[src/rtl/pixel_pkg.sv]
// pixel_pkg: shared types, defaults and address helper for the pixel sink.
package pixel_pkg;
    typedef enum logic [1:0] {S_IDLE, S_CLEAR, S_DONE} state_t;
    localparam int ENTRY_W = 9 + 9 + 3;
    localparam int DEF_RES_X = 160;
    localparam int DEF_RES_Y = 120;
    typedef struct packed {
        logic [8:0] x;
        logic [8:0] y;
        logic [2:0] color;
    } pixel_t;
    function automatic logic [31:0] lin_addr(input logic [8:0] x, input logic [8:0] y, input int res_x);
        return 32'(y) * 32'(res_x) + 32'(x);
    endfunction
endpackage

[src/rtl/pixel_sink_if.sv]
// pixel_sink_if: plot/x/y/color handshake between sprite datapath and pixel sink.
interface pixel_sink_if;
    logic       plot;
    logic [8:0] x;
    logic [8:0] y;
    logic [2:0] color;
    logic       ready;
    modport master (output plot, x, y, color, input ready);
    modport slave (input plot, x, y, color, output ready);
endinterface

[src/rtl/pixel_fifo.sv]
// pixel_fifo: synchronous FIFO, power-of-two depth, async active-low reset.
module pixel_fifo #(
    parameter int WIDTH = 21,
    parameter int DEPTH = 8
) (
    input  logic                     clk,
    input  logic                     reset,
    input  logic                     push,
    input  logic                     pop,
    input  logic [WIDTH-1:0]         din,
    output logic [WIDTH-1:0]         dout,
    output logic                     full,
    output logic                     empty,
    output logic [$clog2(DEPTH):0]   count
);
    localparam int AW = $clog2(DEPTH);
    logic [WIDTH-1:0] mem_q [DEPTH];
    logic [AW-1:0] wr_q, wr_d, rd_q, rd_d;
    logic [AW:0] count_q, count_d;
    logic do_push, do_pop;
    assign full    = count_q == (AW+1)'(DEPTH);
    assign empty   = count_q == '0;
    assign count   = count_q;
    assign dout    = mem_q[rd_q];
    assign do_push = push && !full;
    assign do_pop  = pop && !empty;
    always_comb begin
        wr_d    = wr_q + AW'(do_push);
        rd_d    = rd_q + AW'(do_pop);
        count_d = count_q + (AW+1)'(do_push) - (AW+1)'(do_pop);
    end
    always_ff @(posedge clk or negedge reset) begin
        if (!reset) begin
            wr_q    <= '0;
            rd_q    <= '0;
            count_q <= '0;
        end else begin
            wr_q    <= wr_d;
            rd_q    <= rd_d;
            count_q <= count_d;
        end
    end
    // storage needs no reset; only the pointers define validity
    always_ff @(posedge clk) begin
        if (do_push) mem_q[wr_q] <= din;
    end
endmodule

[src/rtl/pixel_sink.sv]
// pixel_sink: buffers plotted pixels, range-checks them and writes the framebuffer;
// also runs a full-screen clear sweep while new pixels keep buffering.
module pixel_sink
    import pixel_pkg::*;
#(
    parameter int         RES_X       = DEF_RES_X,
    parameter int         RES_Y       = DEF_RES_Y,
    parameter int         ADDR_WIDTH  = 15,
    parameter int         FIFO_DEPTH  = 8,
    parameter logic [2:0] CLEAR_COLOR = 3'b000
) (
    input  logic                  clk,
    input  logic                  reset,
    pixel_sink_if.slave           pix,
    input  logic                  clear_req,
    output logic                  clear_busy,
    output logic                  clear_done,
    output logic                  mem_we,
    output logic [ADDR_WIDTH-1:0] mem_addr,
    output logic [2:0]            mem_data,
    output logic [7:0]            dropped
);
    localparam int CW = $clog2(FIFO_DEPTH) + 1;
    localparam logic [ADDR_WIDTH-1:0] LAST = ADDR_WIDTH'(RES_X * RES_Y - 1);
    state_t state_q, state_d;
    logic [ADDR_WIDTH-1:0] cnt_q, cnt_d, addr_q, addr_d;
    logic [2:0] data_q, data_d;
    logic [7:0] drop_q, drop_d;
    logic we_q, we_d;
    logic full, empty, in_range, accept, push, pop;
    logic [CW-1:0] count;
    logic [ENTRY_W-1:0] head;
    pixel_t head_pix;
    assign in_range  = 32'(pix.x) < 32'(RES_X) && 32'(pix.y) < 32'(RES_Y);
    assign pix.ready = count != CW'(FIFO_DEPTH);
    assign accept    = pix.plot && !full;
    assign push      = accept && in_range;
    assign pop       = state_q == S_IDLE && !empty;
    assign head_pix  = pixel_t'(head);
    pixel_fifo #(.WIDTH(ENTRY_W), .DEPTH(FIFO_DEPTH)) u_fifo (
        .clk   (clk),
        .reset (reset),
        .push  (push),
        .pop   (pop),
        .din   ({pix.x, pix.y, pix.color}),
        .dout  (head),
        .full  (full),
        .empty (empty),
        .count (count)
    );
    always_comb begin
        state_d = state_q;
        cnt_d   = cnt_q;
        we_d    = 1'b0;
        addr_d  = addr_q;
        data_d  = data_q;
        drop_d  = (accept && !in_range && drop_q != 8'hff) ? drop_q + 8'd1 : drop_q;
        if (state_q == S_IDLE) begin
            we_d    = pop;
            addr_d  = pop ? ADDR_WIDTH'(lin_addr(head_pix.x, head_pix.y, RES_X)) : addr_q;
            data_d  = pop ? head_pix.color : data_q;
            state_d = clear_req ? S_CLEAR : S_IDLE;
            cnt_d   = '0;
        end else if (state_q == S_CLEAR) begin
            we_d    = 1'b1;
            addr_d  = cnt_q;
            data_d  = CLEAR_COLOR;
            cnt_d   = cnt_q + ADDR_WIDTH'(1);
            state_d = cnt_q == LAST ? S_DONE : S_CLEAR;
        end else begin
            state_d = S_IDLE;
        end
    end
    always_ff @(posedge clk or negedge reset) begin
        if (!reset) begin
            state_q <= S_IDLE;
            cnt_q   <= '0;
            we_q    <= 1'b0;
            addr_q  <= '0;
            data_q  <= '0;
            drop_q  <= '0;
        end else begin
            state_q <= state_d;
            cnt_q   <= cnt_d;
            we_q    <= we_d;
            addr_q  <= addr_d;
            data_q  <= data_d;
            drop_q  <= drop_d;
        end
    end
    // S_DONE coincides with the cycle the last clear write is presented
    assign clear_busy = state_q != S_IDLE;
    assign clear_done = state_q == S_DONE;
    assign mem_we     = we_q;
    assign mem_addr   = addr_q;
    assign mem_data   = data_q;
    assign dropped    = drop_q;
endmodule

[src/flat_wrapper.sv]
// flat-port wrapper written by rule: the top's interface ports become plain ports
module pixel_sink_flat import pixel_pkg::*;
#(
    parameter int         RES_X       = DEF_RES_X,
    parameter int         RES_Y       = DEF_RES_Y,
    parameter int         ADDR_WIDTH  = 15,
    parameter int         FIFO_DEPTH  = 8,
    parameter logic [2:0] CLEAR_COLOR = 3'b000
)
  (clk, reset, clear_req, clear_busy, clear_done, mem_we, mem_addr, mem_data, dropped, pix_plot, pix_x, pix_y, pix_color, pix_ready);
  pixel_sink_if pix_i ();
  input  logic clk;
  input  logic reset;
  input  logic clear_req;
  output logic clear_busy;
  output logic clear_done;
  output logic mem_we;
  output logic [ADDR_WIDTH-1:0] mem_addr;
  output logic [2:0] mem_data;
  output logic [7:0] dropped;
  input wire logic [$bits(pix_i.plot)-1:0] pix_plot;
  input wire logic [$bits(pix_i.x)-1:0] pix_x;
  input wire logic [$bits(pix_i.y)-1:0] pix_y;
  input wire logic [$bits(pix_i.color)-1:0] pix_color;
  output wire logic [$bits(pix_i.ready)-1:0] pix_ready;
  assign pix_i.plot = pix_plot;
  assign pix_i.x = pix_x;
  assign pix_i.y = pix_y;
  assign pix_i.color = pix_color;
  assign pix_ready = pix_i.ready;
  pixel_sink #(.RES_X(RES_X), .RES_Y(RES_Y), .ADDR_WIDTH(ADDR_WIDTH), .FIFO_DEPTH(FIFO_DEPTH), .CLEAR_COLOR(CLEAR_COLOR)) u_core (.clk(clk), .reset(reset), .pix(pix_i), .clear_req(clear_req), .clear_busy(clear_busy), .clear_done(clear_done), .mem_we(mem_we), .mem_addr(mem_addr), .mem_data(mem_data), .dropped(dropped));
endmodule
[config.mk]
export PLATFORM = sky130hd
export DESIGN_NAME = pixel_sink_flat
export DESIGN_NICKNAME = d
export VERILOG_FILES = /design/src/rtl/pixel_pkg.sv /design/src/rtl/pixel_sink_if.sv /design/src/rtl/pixel_fifo.sv /design/src/rtl/pixel_sink.sv /design/src/flat_wrapper.sv
export SDC_FILE = /design/constraint.sdc
export NUM_CORES = 1
export LEC_CHECK = 0
export BUFFER_PORTS_ARGS = -buffer_cell sky130_fd_sc_hd__buf_2
export CORE_MARGIN = 8
export CORE_UTILIZATION = 61
export CTS_CLUSTER_SIZE = 28
export DETAILED_ROUTE_END_ITERATION = 7
export GPL_TIMING_DRIVEN = 0
export PLACE_DENSITY_LB_ADDON = 0.15
export SYNTH_ARGS = -nofsm -noshare
export SYNTH_HDL_FRONTEND = slang
export SYNTH_SLANG_ARGS = --single-unit
[constraint.sdc]
create_clock -name clk -period 5.58 [get_ports clk]
set_input_delay 0 -clock clk [delete_from_list [all_inputs] [get_ports clk]]
set_output_delay 0 -clock clk [all_outputs]
set_load 0.1 [all_outputs]
-- After elaboration in Yosys (flattened, before gate mapping)
Memory sizes are Yosys's and may differ from the RTL's.
Cells that the tools add are included.
W data, S select, Z words.
- bitwise gates (word level): 0
- div/mod/pow operators: 0
- shift operators: 0
- equality and inequality tests: 7
- add/sub/neg operators: 7
- multiply operators: 1
- order comparisons: 2
- reductions and logical operators: 16
- muxes and demuxes: 16
- operators by type and width (kind ; number):
    $mux W15 ; 5
    $add A15 B1 Y15 const B ; 1
    $add A15 B9 Y15 ; 1
    $eq A15 B15 Y1 const B ; 1
    $mul A9 B3 Y10 const B ; 1
    $lt A9 B7 Y1 const B ; 1
    $lt A9 B8 Y1 const B ; 1
    $mux W3 ; 3
    $add A8 B1 Y8 const B ; 1
    $logic_and A1 B1 Y1 ; 8
    $ne A8 B8 Y1 const B ; 1
    $add A3 B1 Y3 ; 2
    $mux W2 ; 3
    $mux W1 ; 5
    $add A4 B1 Y4 ; 1
    $eq A4 B4 Y1 const B ; 1
    $logic_not A4 Y1 ; 1
    $ne A4 B4 Y1 const B ; 1
    $reduce_bool A2 Y1 ; 2
    $sub A4 B1 Y4 ; 1
    $logic_not A1 Y1 ; 3
    $eq A2 B1 Y1 const B ; 1
    $eq A2 B2 Y1 const B ; 1
    $logic_not A2 Y1 ; 1
    2 further kinds ; 2
- output and inout port bits: 30
- memories kept: 1
- register bits: 54
- input port bits: 25
- ROM bits: 0
- latch bits: 0
- memory bits (writable): 168
- logic and storage cells: 59
- memory list (name ; words ; bits a word ; rd ports ; clocked after Yosys merged registers in ; wr ports ; RTL line ; text):
    u_core.u_fifo.mem_q ; 8 ; 21 ; 1 ; 0 ; 1 ; pixel_fifo.sv:17 ; logic [WIDTH-1:0] mem_q [DEPTH];

-- Longest topological paths before layout
Gate-level depths: netlist of the first run.
- word-level depth: 7
- gate-level depth with buffers: 17
- depth with buffers taken out: 14

-- By module
Synthesis of the first run repeated with hierarchy kept, for this count alone.
- cell total of the unflattened synthesis: 569
- area total of the unflattened synthesis: 9675.5 sq um
- by module, submodules not included (module ; area each (sq um) ; seq. area each (sq um) ; cells each ; instances):
    pixel_fifo ; 7018.0 ; 5295.1 ; 294 ; 1
    pixel_sink ; 2657.5 ; 1101.1 ; 275 ; 1

-- Worst setup path before layout of the first run
Ideal clock, no wire load.
- kind: register -> register
- start: register u_core.u_fifo.rd_q[0]
- end: register u_core.addr_q[13], in the netlist u_core.mem_addr[13]
- setup slack: 1547 ps
- setup time: 66 ps
- clock period less this slack: 4033 ps
- data required time: 5514 ps
- data arrival time: 3966 ps
- path buffers: 3
- cell stages (with the launch flop): 18
- path through: dfrtp_1 > buf_6 > buf_2 > buf_2 > mux4_2 > mux2i_1 > inv_1 > ha_1 > ha_1 > inv_1 > fa_1 > nand2b_1 > a21oi_1 > xor2_1 > nand4_1 > xnor2_1 > a221oi_1 > a21o_1
- longest elaborated chain between the ends: 5
- RTL lines (element ; RTL line ; text):
    from (decl) ; pixel_fifo.sv:18 ; logic [AW-1:0] wr_q, wr_d, rd_q, rd_d;
    from (signal assigned) ; pixel_fifo.sv:39 ; rd_q <= rd_d;
    $mem_v2 Z8 W21 (*) ; n/a ;
    $mul A9 B3 Y10 ; pixel_pkg.sv:13 ; return 32'(y) * 32'(res_x) + 32'(x);
    $add A15 B9 Y15 (*) ; pixel_pkg.sv:13 ;
    $mux W15 (*) ; pixel_sink.sv:60 ; addr_d = pop ? ADDR_WIDTH'(lin_addr(head_pix.x, head_pix.y, RES_X)) : addr_q;
    $mux W15 (*) ; pixel_sink.sv:58 ; if (state_q == S_IDLE) begin
    to (signal assigned) ; pixel_sink.sv:86 ; addr_q <= addr_d;
    to (decl) ; pixel_sink.sv:26 ; logic [ADDR_WIDTH-1:0] cnt_q, cnt_d, addr_q, addr_d;
Mark *: on every way between the ends. The rest lies on a longest branch, timed or not. The select of a mux whose other input is x is not followed.
A chain may end at the register's enable or synchronous reset.

-- Worst setup path in the final report of the first run
- start: register u_core.u_fifo.rd_q[1]
- end: register u_core.addr_q[13], in the netlist u_core.mem_addr[13]
The elaborated chain is that of the path after synthesis.

==> results of run 1 <==
==> registers in the layout, indices dropped and copies added (netlist names) <==
register             count
u_core.cnt_q            15
u_core.dropped           8
u_core.mem_addr         15
u_core.mem_data          3
u_core.mem_we            1
u_core.state_q           2
u_core.u_fifo.count      4
u_core.u_fifo.mem_q    168
u_core.u_fifo.rd_q       3
u_core.u_fifo.wr_q       3
==> Yosys cell counts (11+ instances only) <==
master	instances	area [µm²]
dfrtp_1	54	1351
inv_1	18	67.56
mux2_2	15	168.9
nand2_1	33	123.9
xor2_1	17	148.9
a21oi_1	14	70.07
clkbuf_1	17	63.81
o21ai_1	11	55.05
xnor2_1	16	140.1
nor2_1	33	123.9
edfxtp_1	168	5045
o22ai_1	16	100.1
mux4_2	42	945.9
ha_1	29	362.9
nand3_1	13	65.06
==> layout by cell type (no fill, tap or decap), types with 13 or more instances in the layout <==
cell and n:
o22ai_1 16, xnor2_1 16, mux4_2 42, a21oi_1 14, edfxtp_1 168, buf_2 58
clkbuf_1 22, nand3_1 13, dfrtp_1 54, ha_1 29, xor2_1 17, clkbuf_16 23
nand2_1 33, dlygate4sd3_1 24, nor2_1 27, inv_1 18, mux2_2 15
==> cell families (layout without fill, tap and decap cells) <==
group,after synthesis,after routing,synth area share
buffers and inverters,42,168,0.01812
XOR/XNOR,34,34,0.03250
adder cells (fa/ha/maj),32,32,0.04503
multiplexers,65,65,0.1279
AND/OR/NAND/NOR,113,113,0.05568
AO/OA/AOI/OAI,62,62,0.03983
flip-flops,222,222,0.6810
==> how the worst max path moves through the flow <==
stage	to	depth (start not counted)	slack, ps	from
after global placement	u_core.mem_addr[13]	16	710	u_core.u_fifo.rd_q[1]
after global routing	u_core.mem_addr[13]	16	320	u_core.u_fifo.rd_q[1]
after detailed placement	u_core.mem_addr[13]	16	600	u_core.u_fifo.rd_q[1]
after floorplan	u_core.mem_addr[13]	17	1550	u_core.u_fifo.rd_q[0]
after CTS	u_core.mem_addr[13]	16	590	u_core.u_fifo.rd_q[1]
final	u_core.mem_addr[13]	16	640	u_core.u_fifo.rd_q[1]
==> layer usage <==
metal / vias up / GRT usage
li1: 2413 / -
met1: 2699 / 0.2448
met2: 164 / 0.3462
met3: 38 / 0.03772
met4: 0 / 0.05429
met5: - / 0
==> what timing repair did <==
item | in CTS | in global routing
gates resized for setup | 0 | 0
hold buffers | 24 | 0
setup endpoints to repair | 0 | 0
hold endpoints to repair | 225 | 0
==> through the flow <==
step	hold WS [ps]	total power [mW]	utilization	setup WS, ps
2_1_floorplan	-295.6	3.012	-	1547
5_1_grt	300.1	4.894	0.7260	316.8
3_3_place_gp	256.9	3.251	0.6535	711.4
3_5_place_dp	273.8	3.298	0.6633	602.5
4_1_cts	277.2	4.721	0.7260	587.3
6_report	286.7	4.693	0.7260	638.3
==> layout make-up <==
| type | instances | area share |
|---|---|---|
| tap | 188 | 0.02139 |
| timing repair buffer | 86 | 0.05667 |
| clock buffer | 33 | 0.06031 |
| multi-input combinational | 306 | 0.2602 |
| buffer | 22 | 0.008648 |
| clock inverter | 7 | 0.004210 |
| sequential | 222 | 0.5817 |
| inverter | 20 | 0.006828 |
==> where the power goes <==
group | switching (mW) | internal, mW
clock network | 0.594 | 0.826
registers | 0.106 | 1.89
logic | 0.826 | 0.448
==> flow_summary.toml, run 1 <==
[route]
postRouteAntennaNets = 0
wl_per_cell_um = 21.43
firstDrtPassIters = 4
drt-vias-per-instance = 6.011
top_layer = "met4"
wl_met1_mm = 7.762
met2_length_mm = 9.664
first_iter_violations = 316
drt_wl_total_mm = 18.95
drc_errors = 0
vias = 5314
route.met3.wl_mm = 1.049

[synthesis]
async_flop_share = 0.2432
synth_ff_type = "edfxtp_1"
synth-seq-cells = 222
ys_seq_area_frac = 0.6810
synthCells = 570
ys_warn_count = 0
synth-edff-count = 168
syn-num-nets = 627
synth_area_um2 = 9393
synthDistinctLibCells = 42
syn_area_per_cell_um2 = 16.48

[finish]
areaGrowthSynthToFinish_pct = 17.06
stdcell_count = 884
fillers = 950
diodes = 0
drive_above_1_share = 0.2414
final_area_um2 = 11000
final-seq-area_um2 = 6396
multiInputGateArea_um2 = 2861
fin_nets = 738

[clock_tree]
clockRootBuffer = "clkbuf_16"
cts_sinks = 222
cts_max_level = 1
cts_max_path_buffers = 3
tritoncts = "built"
post_cts_buffers = 0
clk_pin_slew_ps = 60
clk_latency_ps = 510
numCtsBuffers = 23

[sta]
slew_headroom = 0.2083
hold_violations = 0
fmax_mhz = 202.4
fin_skew_ps = 15.75
fin_setup_tns_ps = 0
finalCritPeriodShare = 0.8856
finalSetupViolCount = 0
post-route-min-period_ps = 4942
rsz0062_at_grt = "false"
maxSlewViolCount = 0
worst_slew_pin_slew_ps = 1187

[global_routing]
grt_pass1_wl_mm = 30.04
grt_pass1_vias = 5529
antenna_found_initial = 0
grtUsageTotal = 0.1967
grt_max_degree = 55
grt_overflow_total = 0

[floorplanning]
die_y_um = 140.1
core_area_um2 = 15150
die-area_um2 = 19630
dieWidth_um = 140.1
start_util = 0.6202
num_rows = 45
io_pins = 55

[worst_setup_path]
crit_family = "buffers and inverters"
required_ps = 6020
crit_arrival_ps = 5390
cp_cell_sequence = "clkbuf_1 > clkbuf_1 > mux4_2 > mux2i_1 > inv_1 > ha_1 > ha_1 > inv_1 > fa_1 > nand2b_1 > a21oi_1 > xor2_1 > nand4_1 > xnor2_1 > a221oi_1 > a21o_1"
worstReg2RegStart = "u_core.u_fifo.rd_q[1]"
start_kind = "flop"
max_stage_delay_ps = 590
rrSetupSlack_ps = 640
critPathBufInv = 4
cp_max_fo = 10
reg2reg_to = "u_core.mem_addr[13]"
path_class = "flop to flop"
r2r_cells = 16
critPathCaptureType = "flop"
cpMaxStageDelayCell = "clkbuf_1"

[pwr]
irDropWorstVdd_uv = 299.5
p_per_area_nw_per_um2 = 426.8
leakage_nw = 4.105

[run]
cap_violations = 0

[placement]
placed_area_um2 = 10050
dp_hpwl_mm = 12.66
gp_congestion = 0.8193
port_buffers = 54
place_inst = 820

[worst_hold_path]
hp-class = "input pin to asynchronous set/reset pin"

[outcome]
outcome = "complete, no violations"
Power figures use the tool's default switching activity.
==> inputs of run 2 (changes only) <==
Settings changed: CELL_PAD_IN_SITES_DETAIL_PLACEMENT set to 1, CELL_PAD_IN_SITES_GLOBAL_PLACEMENT set to 1, CORE_UTILIZATION 61 to 52.
==> flow_summary.toml, run 2 (synthesized netlist as in run 1, its figures left out) <==
[outcome]
outcome = "complete, no violations"

[sta]
finalCritPeriodShare = 0.9092
post-route-min-period_ps = 5073
maxSlewViolCount = 0
worst_slew_pin_slew_ps = 1220
finalSetupViolCount = 0
rsz0062_at_grt = "false"
fin_skew_ps = 21.66
hold_violations = 0
fmax_mhz = 197.1
fin_ws_ps = 506.8
slew_headroom = 0.1864
fin_setup_tns_ps = 0

[worst_setup_path]
required_ps = 6030
cp_max_fo = 10
start_kind = "flop"
critPathCaptureType = "flop"
crit_arrival_ps = 5520
path_class = "flop to flop"

[route]
drt_wl_total_mm = 21.90
vias = 5359
first_iter_violations = 315
drt-vias-per-instance = 5.756
drc_errors = 0
firstDrtPassIters = 4
postRouteAntennaNets = 0
wl_per_cell_um = 23.52

[run]
cap_violations = 0

[finish]
fin_nets = 741
stdcell_count = 931
diodes = 0
largest_reg_flops = 168
fillers = 1620
final_common_cell = "edfxtp_1"
top_register = "u_core.u_fifo.mem_q"
final_core_util = 0.6290
areaGrowthSynthToFinish_pct = 19.48
drive_above_1_share = 0.2536
final_cell_mix = "edfxtp_1, buf_2, dfrtp_1, mux4_2, nand2_1"

[placement]
dp_slack_ps = 480.7
dp_hpwl_mm = 14.77
place_inst = 863
port_buffers = 54
gp_congestion = 0.8219

[floorplanning]
io_pins = 55
core_area_um2 = 17840
die-area_um2 = 22620
num_rows = 49
start_util = 0.5265
dieWidth_um = 150.4
die_y_um = 150.4

[pwr]
p_per_area_nw_per_um2 = 446.4
leakage_nw = 4.193
irDropWorstVdd_uv = 378.1

[clock_tree]
cts_max_path_buffers = 3
numCtsBuffers = 24
clockRootBuffer = "clkbuf_16"
post_cts_buffers = 0
cts_max_level = 1
tritoncts = "built"
clk_latency_ps = 520
clk_pin_slew_ps = 60
cts-resized-gates = 0
cts_sinks = 222
ctsHoldBuffers = 24

[global_routing]
grt_pass1_wl_mm = 34.07
grt_pass1_vias = 6046
grtUsageTotal = 0.1992
grt_overflow_total = 0
antenna_found_initial = 0
grt_max_degree = 55

[worst_hold_path]
hp-class = "input pin to flop"
run 2: path summary, 6_finish.rpt:
path	slack (ps)	startpoint	cells after the start	end
worst max-delay path	510	u_core.u_fifo.rd_q[1]	16	u_core.mem_addr[13]
worst min-delay path	290	pix_y[2]	2	u_core.u_fifo.mem_q[6][5]
worst max register to register	510	u_core.u_fifo.rd_q[1]	16	u_core.mem_addr[13]
worst min register to register	490	u_core.mem_addr[5]	2	u_core.mem_addr[5]
max in group asynchronous	4540	reset	2	u_core.mem_we
min in group asynchronous	300	reset	2	u_core.cnt_q[5]
run 2: routing by layer:
metal / track usage / vias to the layer above / part of all wire
met3: 0.02946 / 51 / 0.046
met2: 0.3547 / 145 / 0.52
li1: - / 2407 / -
met1: 0.2411 / 2756 / 0.40
met4: 0.07346 / 0 / 0.034
met5: 0 / - / 0
run 2: layout make-up:
cell class                 instances  area (µm²)  share of cell area
clock inverter                    13       176.4             0.01572
timing repair buffer              88       653.1             0.05820
tap                              229       286.5             0.02553
buffer                            22       95.09            0.008474
sequential                       222        6396              0.5700
inverter                          20       75.07            0.006690
multi-input combinational        306        2851              0.2541
clock buffer                      31       688.2             0.06132
run 2: worst max-delay path, stage by stage, from the launching register on:
cell and delay, ps:
dfrtp_1 500, clkbuf_1 600, clkbuf_1 570, mux4_2 410, mux2i_1 490, inv_1 140, ha_1 310, ha_1 160
inv_1 60, fa_1 390, nand2b_1 170, a21oi_1 210, xor2_1 300, nand4_1 160, xnor2_1 150, a221oi_1 270
a21o_1 120
run 2: where the power goes:
| part | total, mW | internal (mW) | switching [mW] |
|---|---|---|---|
| Combinational | 1.30 | 0.451 | 0.853 |
| Sequential | 2.00 | 1.89 | 0.110 |
| Clock | 1.70 | 1.06 | 0.648 |
run 2: metrics by stage:
step	cell area (µm²)	total power [mW]	hold WS [ps]
floorplan	9393	3.012	-295.6
global placement	9950	3.258	260.0
detailed placement	10120	3.328	273.2
CTS	11220	5.052	270.5
global route	11220	5.213	299.5
finish	11220	5.009	287.4
